<file path="src/rtl/spm_serial_mult.sv">
// spm_serial_mult: serial-parallel multiplier built from a chain of WIDTH
// carry-save cells. The multiplicand is captured in parallel. The multiplier
// is shifted in LSB first. The product leaves serially (p_bit/p_valid) and
// is also presented in parallel (product) together with a one-cycle done.
//
// Build option: define SPM_SIGNED_EN for two's-complement operands.
// Without it, operands are unsigned.
//
// Ports:
//   clk      in   rising-edge clock
//   rst      in   asynchronous active-low reset
//   start    in   request, accepted only from the idle state
//   x        in   WIDTH   multiplicand, captured on the accepting edge
//   y        in   WIDTH   multiplier, captured on the accepting edge
//   busy     out  multiplication in progress
//   p_bit    out  serial product bit, LSB first
//   p_valid  out  qualifies p_bit
//   product  out  2*WIDTH parallel product, held until the next result
//   done     out  one-cycle pulse when product is valid
module spm_serial_mult #(
    parameter int unsigned WIDTH = 8
) (
    input  logic                 clk,
    input  logic                 rst,
    input  logic                 start,
    input  logic [WIDTH-1:0]     x,
    input  logic [WIDTH-1:0]     y,
    output logic                 busy,
    output logic                 p_bit,
    output logic                 p_valid,
    output logic [2*WIDTH-1:0]   product,
    output logic                 done
);

    localparam int unsigned PW    = 2 * WIDTH;
    localparam int unsigned CNT_W = $clog2(2 * WIDTH) + 1;
    localparam logic [CNT_W-1:0] LAST_CNT = CNT_W'(PW - 1);

    typedef enum logic [1:0] {
        S_IDLE = 2'd0,
        S_RUN  = 2'd1,
        S_DONE = 2'd2
    } state_t;

    state_t             r_state;
    state_t             w_state_nxt;
    logic               w_accept;
    logic               w_busy_nxt;
    logic               w_done_nxt;
    logic               w_p_valid_nxt;
    logic               w_p_bit_nxt;

    logic [WIDTH-1:0]   r_xr;
    logic [WIDTH-1:0]   r_yr;
    logic [WIDTH-1:0]   r_s;
    logic [WIDTH-1:0]   r_c;
    logic [PW-1:0]      r_psr;
    logic [CNT_W-1:0]   r_cnt;

    logic               r_busy;
    logic               r_p_bit;
    logic               r_p_valid;
    logic               r_done;
    logic [PW-1:0]      r_product;

    logic               w_ybit;
    logic               w_y_fill;
    logic               w_top_in;
    logic [WIDTH-1:0]   w_pp;
    logic [WIDTH-1:0]   w_sin;
    logic [WIDTH-1:0]   w_sum;
    logic [WIDTH-1:0]   w_cry;

    // Carry-save cell chain. Cell i adds its partial product, its own
    // carry, and the sum of cell i+1. The whole array therefore shifts
    // right by one weight every cycle.
    always_comb begin
        w_ybit   = r_yr[0];
        w_pp     = r_xr & {WIDTH{w_ybit}};
        w_top_in = 1'b0;
        w_y_fill = 1'b0;
`ifdef SPM_SIGNED_EN
        // The MSB of x carries negative weight. -t*2^(W-1) is rewritten as
        // (1-t)*2^(W-1) - 2^(W-1). Summed over all 2W cycles, the constant
        // term is +2^(W-1) mod 2^(2W). That term is injected once into the
        // top cell in the first cycle.
        w_pp[WIDTH-1] = ~(r_xr[WIDTH-1] & w_ybit);
        w_top_in      = (r_cnt == '0);
        w_y_fill      = r_yr[WIDTH-1];
`endif
        w_sin = {w_top_in, r_s[WIDTH-1:1]};
        w_sum = w_pp ^ r_c ^ w_sin;
        w_cry = (w_pp & r_c) | (w_pp & w_sin) | (r_c & w_sin);
    end

    // Next-state and next-output decode.
    always_comb begin
        w_state_nxt   = r_state;
        w_accept      = 1'b0;
        case (r_state)
            S_IDLE: begin
                if (start) begin
                    w_state_nxt = S_RUN;
                    w_accept    = 1'b1;
                end
            end
            S_RUN: begin
                if (r_cnt == LAST_CNT) begin
                    w_state_nxt = S_DONE;
                end
            end
            S_DONE: begin
                w_state_nxt = S_IDLE;
            end
            default: begin
                w_state_nxt = S_IDLE;
            end
        endcase
        // The outputs trail the internal state by one cycle. busy rises
        // straight away, and it stays up through the cycle that shows done.
        w_busy_nxt    = (w_state_nxt != S_IDLE) || (r_state == S_DONE);
        w_done_nxt    = (r_state == S_DONE);
        w_p_valid_nxt = (r_state == S_RUN);
        w_p_bit_nxt   = (r_state == S_RUN) ? w_sum[0] : 1'b0;
    end

    // State register.
    always_ff @(posedge clk or negedge rst) begin
        if (!rst) begin
            r_state <= S_IDLE;
        end else begin
            r_state <= w_state_nxt;
        end
    end

    // Operand capture, cell state, product shift register and counter.
    always_ff @(posedge clk or negedge rst) begin
        if (!rst) begin
            r_xr  <= '0;
            r_yr  <= '0;
            r_s   <= '0;
            r_c   <= '0;
            r_psr <= '0;
            r_cnt <= '0;
        end else if (w_accept) begin
            r_xr  <= x;
            r_yr  <= y;
            r_s   <= '0;
            r_c   <= '0;
            r_psr <= '0;
            r_cnt <= '0;
        end else if (r_state == S_RUN) begin
            r_s   <= w_sum;
            r_c   <= w_cry;
            r_yr  <= {w_y_fill, r_yr[WIDTH-1:1]};
            r_psr <= {w_sum[0], r_psr[PW-1:1]};
            r_cnt <= r_cnt + CNT_W'(1);
        end
    end

    // Registered outputs.
    always_ff @(posedge clk or negedge rst) begin
        if (!rst) begin
            r_busy    <= 1'b0;
            r_p_bit   <= 1'b0;
            r_p_valid <= 1'b0;
            r_done    <= 1'b0;
            r_product <= '0;
        end else begin
            r_busy    <= w_busy_nxt;
            r_p_bit   <= w_p_bit_nxt;
            r_p_valid <= w_p_valid_nxt;
            r_done    <= w_done_nxt;
            if (r_state == S_DONE) begin
                r_product <= r_psr;
            end
        end
    end

    assign busy    = r_busy;
    assign p_bit   = r_p_bit;
    assign p_valid = r_p_valid;
    assign done    = r_done;
    assign product = r_product;

endmodule

</file>
<file path="config.mk">
export PLATFORM = sky130hd
export DESIGN_NAME = spm_serial_mult
export DESIGN_NICKNAME = d
export VERILOG_FILES = /design/src/rtl/spm_serial_mult.sv
export SDC_FILE = /design/constraint.sdc
export NUM_CORES = 1
export LEC_CHECK = 0
export CAP_MARGIN = 20
export CORE_UTILIZATION = 40
export CTS_CLUSTER_SIZE = 24
export DETAILED_ROUTE_END_ITERATION = 7
export GPL_ROUTABILITY_DRIVEN = 0
export SYNTH_ARGS = -nofsm -noshare
export SYNTH_HDL_FRONTEND = slang
export SYNTH_SLANG_ARGS = --single-unit
</file>
<file path="constraint.sdc">
create_clock -name clk -period 1.6 [get_ports clk]
set_input_delay 0.24 -clock clk [delete_from_list [all_inputs] [get_ports clk]]
set_output_delay 0.24 -clock clk [all_outputs]
set_load 0.01 [all_outputs]
</file>
==> results.ini, run 1 <==
[status]
status=finished, final reports clean

[global_route]
grt_max_degree=32
busiest_layer=met2
met2_usage_pct=24.15
grt_pass1_vias=1918
antenna_found_initial=0
grt_util_met3_pct=5.817
grtUsageTotal_pct=15.28
grt.met1_usage_pct=19.36
grt_pass1_wl_um=9039
grt-ovfl-total=0

[critical_path]
required_ns=1.36
cp_cell_sequence=clkdlybuf4s50_1
path_buf_inv=1
critical_path.endpoint_type=output pin
r2r_slack_ns=0.15
cp_max_fo=2
arrival_ns=1.24
cp_top_family=buffers and inverters
max_stage_delay_ns=0.54
worst-setup-path-type=reg2out
slowest_stage=clkdlybuf4s50_1
start_kind=register

[cells_and_area]
syn_to_final_growth_pct=23.86
utilization_pct=51.75
final_common_cell=dfrtp_1
n_antenna_cell=0
mostFrequentLayoutCells=dfrtp_1, clkdlybuf4s50_1, nand2_1, a22o_1
layout-drive-gt1-share_pct=16.08
nets=311
finalNonFillerCells=385

[cts]
post_cts_resized=0
cts_tree=done
clk_path_buf_depth=2
insertion_delay_ns=0.34
cts-root-buf=clkbuf_8
clk_pin_slew_ns=0.07
htreeDepth=3
cts_sinks=74
cts_inserted_buffers=9

[drt]
drt-initial-drc-count=101
firstDrtPassIters=5
ant_nets=0
drt_wl_total_um=4983
num_vias=1860
viasPerCell=4.831
wl_per_cell_um=12.94
drc=0

[synth]
synth_top_family_by_area=compound AO/OA/AOI/OAI gates
synth.distinct_cells=29
synthCells=236
ys_warn_count=0
syn_nets=265
yosys.area_share.simple_pct=6.577
synth_seq_cells=74
synth_fa_ha_area_share_pct=5.801
synth-compound-area-share_pct=11.76
synth_xor_area_share_pct=0
syn_area_um2=3063
muxShareOfSynthArea_pct=9.600
postSynthAreaPerCell_um2=12.98
yosysSeqAreaShare_pct=60.46

[die]
ios=39
die_h_um=89.51
dieWidth_um=89.51
start_util_pct=41.78
rows=31
die_area_um2=8011
coreArea_um2=7331

[sta]
final.setup.tns_ns=0
period_share_pct=92.25
whs_ns=0.4089
slew_headroom_pct=64.38
clock.fmax_mhz=677.5
rsz0062_at_grt=false
tightestPinTransition_ns=0.5342
maxSlewViolCount=0
hold_violations=0
skew_ns=0.003813
setup_violations=0
min_period_ns=1.476

[flow_run]
max_cap_violations=0

[power_and_ir_drop]
ir_drop_mv=0.7020
powerDensity_nw_per_um2=1625
p_leak_nw=1.705
total_power_w=0.006165

[placed_design]
post-place-cells=369
port_buffers=38
dp_hpwl_um=3305

[min_path]
hold_path_class=in2async

## power breakdown
| group | switching (W) | internal, W | leakage, nW | total [W] |
|---|---|---|---|---|
| clock | 0.000650 | 0.000860 | 0.105 | 0.00151 |
| combinational | 0.000846 | 0.000946 | 0.628 | 0.00179 |
| sequential | 0.000396 | 0.00247 | 0.972 | 0.00286 |
## per-layer routing
metal,part of all wire [%],vias up,wire [um]
li1,-,891,-
met1,49,923,2421
met2,46,39,2291
met3,4.2,7,207
met4,1.3,0,63
met5,0,-,0
## final timing paths
kind                                   startpoint              endpoint  cells after the start
max                        product[8]$_DFFE_PN0P_            product[8]                      1
min                                           rst        busy$_DFF_PN0_                      2
max reg2reg                  r_state[1]$_DFF_PN0_  r_cnt[3]$_DFFE_PN0P_                      4
min reg2reg                    r_c[5]$_DFFE_PN0P_    r_c[5]$_DFFE_PN0P_                      2
max in group asynchronous                     rst    r_c[6]$_DFFE_PN0P_                      3
min in group clk               r_c[5]$_DFFE_PN0P_    r_c[5]$_DFFE_PN0P_                      2
## per-stage QoR
step                cell area [um2]  worst slack, ns
floorplan                      3063           0.2031
global placement               3577          0.03727
detailed placement             3577          0.02731
CTS                            3794           0.1089
global route                   3794          0.03837
finish                         3794           0.1240
## Yosys cell counts (all sizes together)
| master | count | area share, % |
|---|---|---|
| a21o | 1 | 0.25 |
| a21oi | 1 | 0.16 |
| a22oi | 7 | 1.7 |
| clkbuf | 3 | 0.37 |
| nor2b | 1 | 0.20 |
| nor2 | 2 | 0.25 |
| and2b | 1 | 0.25 |
| nand2 | 31 | 3.8 |
| o21bai | 1 | 0.61 |
| dfrtp | 74 | 60 |
| and3 | 1 | 0.20 |
| nand2b | 3 | 0.86 |
| buf | 11 | 3.2 |
| and2 | 2 | 0.41 |
| mux2i | 2 | 0.65 |
| inv | 18 | 2.2 |
| a22o | 19 | 5.4 |
| nor3b | 1 | 0.41 |
| mux2 | 24 | 8.9 |
| fa | 7 | 4.6 |
| ha | 3 | 1.2 |
| nand4 | 1 | 0.20 |
| o21ai | 22 | 3.6 |
## what timing repair did
action,CTS,global route
hold buffers,1,0
endpoints found under the hold margin,19,0
setup buffers,0,0
## flip-flops by register name (all words and copies together), names as in the netlist
| name | cells |
|---|---|
| r_state | 2 |
| p_valid | 1 |
| r_yr | 8 |
| done | 1 |
| product | 16 |
| r_xr | 8 |
| r_psr | 15 |
| p_bit | 1 |
| r_cnt | 5 |
| r_c | 8 |
| r_s | 8 |
| busy | 1 |
## logic make-up (layout without fill, tap and decap cells)
kind of cell | count (synthesis) | after routing
adder cells (fa/ha/maj) | 10 | 10
multiplexers | 26 | 26
AO/OA/AOI/OAI | 51 | 51
AND/OR/NAND/NOR | 43 | 43
flip-flops | 74 | 74
buffers and inverters | 32 | 82
## cell type report
cell class	instances	area, um2
Clock inverter	6	82.58
Clock buffer	9	123.9
Fill cell	643	3537
Tap cell	99	123.9
Timing Repair Buffer	49	510.5
Multi-Input combinational cell	130	1033
Sequential cell	74	1852
Inverter	18	67.56
(Power assumes the default switching activity.)
==> inputs of run 2 (changes only) <==
--- a/config.mk
+++ b/config.mk
@@ -10,6 +10,7 @@
 export CTS_CLUSTER_SIZE = 24
 export DETAILED_ROUTE_END_ITERATION = 7
 export GPL_ROUTABILITY_DRIVEN = 0
+export MAX_ROUTING_LAYER = met4
 export SYNTH_ARGS = -nofsm -noshare
 export SYNTH_HDL_FRONTEND = slang
 export SYNTH_SLANG_ARGS = --single-unit
==> run 2 against run 1 <==
Compared with the run above:
- clock power hardly changed
- sequential cell count stayed put
- hold slack hardly changed
- final cell count stayed put
- combinational power hardly changed
- critical endpoint unchanged
- routed wire length is 0.24% higher
==> results.ini, run 2 (synthesis gave the netlist of run 1 again) <==
[global_route]
grt_max_degree=32  ; unchanged
antenna_found_initial=0  ; unchanged
grt_pass1_wl_um=9073  ; +0.38%
grt-ovfl-total=0  ; unchanged
grtUsageTotal_pct=15.92  ; +0.65 points
grt_pass1_vias=1909  ; -0.47%

[drt]
wl_per_cell_um=12.97  ; +0.24%
drt_wl_total_um=4995  ; +0.24%
viasPerCell=4.813  ; -0.38%
drt-initial-drc-count=116  ; +15%
drc=0  ; unchanged
ant_nets=0  ; unchanged
firstDrtPassIters=4  ; -1
num_vias=1853  ; -0.38%

[sta]
whs_ns=0.4093  ; +0.0003960 ns
rsz0062_at_grt=false
tightestPinTransition_ns=0.5347  ; +0.0004340 ns
final.setup.tns_ns=0  ; unchanged
maxSlewViolCount=0  ; unchanged
slew_headroom_pct=64.36  ; about the same
skew_ns=0.004980  ; +0.001167 ns
hold_violations=0  ; unchanged
setup_ws_ns=0.1240  ; +0.00005400 ns
min_period_ns=1.476  ; -0.00005400 ns
setup_violations=0  ; unchanged
clock.fmax_mhz=677.5  ; about the same
period_share_pct=92.25  ; about the same

[cells_and_area]
final_common_cell=dfrtp_1
syn_to_final_growth_pct=23.86  ; unchanged
n_antenna_cell=0  ; unchanged
mostFrequentLayoutCells=dfrtp_1, clkdlybuf4s50_1, nand2_1, a22o_1
layout-drive-gt1-share_pct=16.08  ; unchanged
largest_reg_flops=16  ; unchanged
nets=311  ; unchanged
utilization_pct=51.75  ; unchanged

[power_and_ir_drop]
powerDensity_nw_per_um2=1626  ; about the same
p_leak_nw=1.705  ; unchanged
ir_drop_mv=0.7029  ; +0.13%

[die]
die_area_um2=8011  ; unchanged
rows=31  ; unchanged
start_util_pct=41.78  ; unchanged
die_h_um=89.51  ; unchanged
ios=39  ; unchanged
dieWidth_um=89.51  ; unchanged
coreArea_um2=7331  ; unchanged

[cts]
insertion_delay_ns=0.34  ; about the same
htreeDepth=3  ; unchanged
cts_tree=done
cts_inserted_buffers=9  ; unchanged
post_cts_resized=0  ; unchanged
cts-root-buf=clkbuf_8
cts_sinks=74  ; unchanged
clk_path_buf_depth=2  ; unchanged
clk_pin_slew_ns=0.07  ; about the same

[critical_path]
max_stage_delay_ns=0.54  ; about the same
critical_path.endpoint_type=output pin
crit_cells=1  ; unchanged
arrival_ns=1.24  ; about the same
slowest_stage=clkdlybuf4s50_1
required_ns=1.36  ; about the same
critPathLaunch=product[8]$_DFFE_PN0P_
start_kind=register
r2r_cells=4  ; unchanged
path_buf_inv=1  ; unchanged
cp_max_fo=2  ; unchanged
timing.rr.start=r_state[1]$_DFF_PN0_
worst-setup-path-type=reg2out
cp_cell_sequence=clkdlybuf4s50_1
cp_top_family=buffers and inverters

[min_path]
hold_path_class=in2async

[placed_design]
dp_slack_ns=0.02731  ; unchanged
dp_hpwl_um=3305  ; unchanged
port_buffers=38  ; unchanged

[status]
status=finished, final reports clean

[flow_run]
max_cap_violations=0  ; unchanged

## run 2: cell counts in the layout (fill, tap and decap cells not counted)
Identical to the previous run, type by type.
## run 2: repair_timing
item / CTS / global route
endpoints found under the hold margin: 19 / 0
buffers inserted: 0 / 0
hold buffers: 1 / 0
setup endpoints to repair: 0 / 0
## run 2: routing by layer
metal  routed length [um]  part of all wire (%)  vias to the layer above  track usage [%]
met5                    0                     0                        -                -
met4                   61                   1.2                        0            4.762
met3                  198                   4.0                        6            6.464
met2                 2272                    45                       39            24.15
met1                 2463                    49                      916            19.60
li1                     -                     -                      892                -
## run 2: worst paths after layout
kind,end,slack [ns]
worst max-delay path,product[8],0.12
worst min-delay path,busy$_DFF_PN0_,0.41
worst max register to register,r_cnt[3]$_DFFE_PN0P_,0.15
worst min register to register,r_c[6]$_DFFE_PN0P_,0.48
max in group asynchronous,r_yr[5]$_DFFE_PN0P_,0.64
min in group clk,r_c[6]$_DFFE_PN0P_,0.48
## run 2: report_power, final
part	internal (W)	switching (W)
Sequential	0.00247	0.000395
Clock	0.000860	0.000655
Combinational	0.000946	0.000846
Total	0.00427	0.00190
## run 2: metrics by stage
step                      instances  total power, W  cell area [um2]
after floorplan                 236        0.004084             3063
after global placement          369        0.004670             3577
after detailed placement        369        0.004736             3577
after CTS                       385        0.006267             3794
after global routing            385        0.006654             3794
final                           385        0.006170             3794
## run 2: area by class of cell
class,instances,area (um2)
Clock inverter,6,82.58
Timing Repair Buffer,49,510.5
Sequential cell,74,1852
Inverter,18,67.56
Tap cell,99,123.9
Clock buffer,9,123.9
Multi-Input combinational cell,130,1033
Fill cell,643,3537
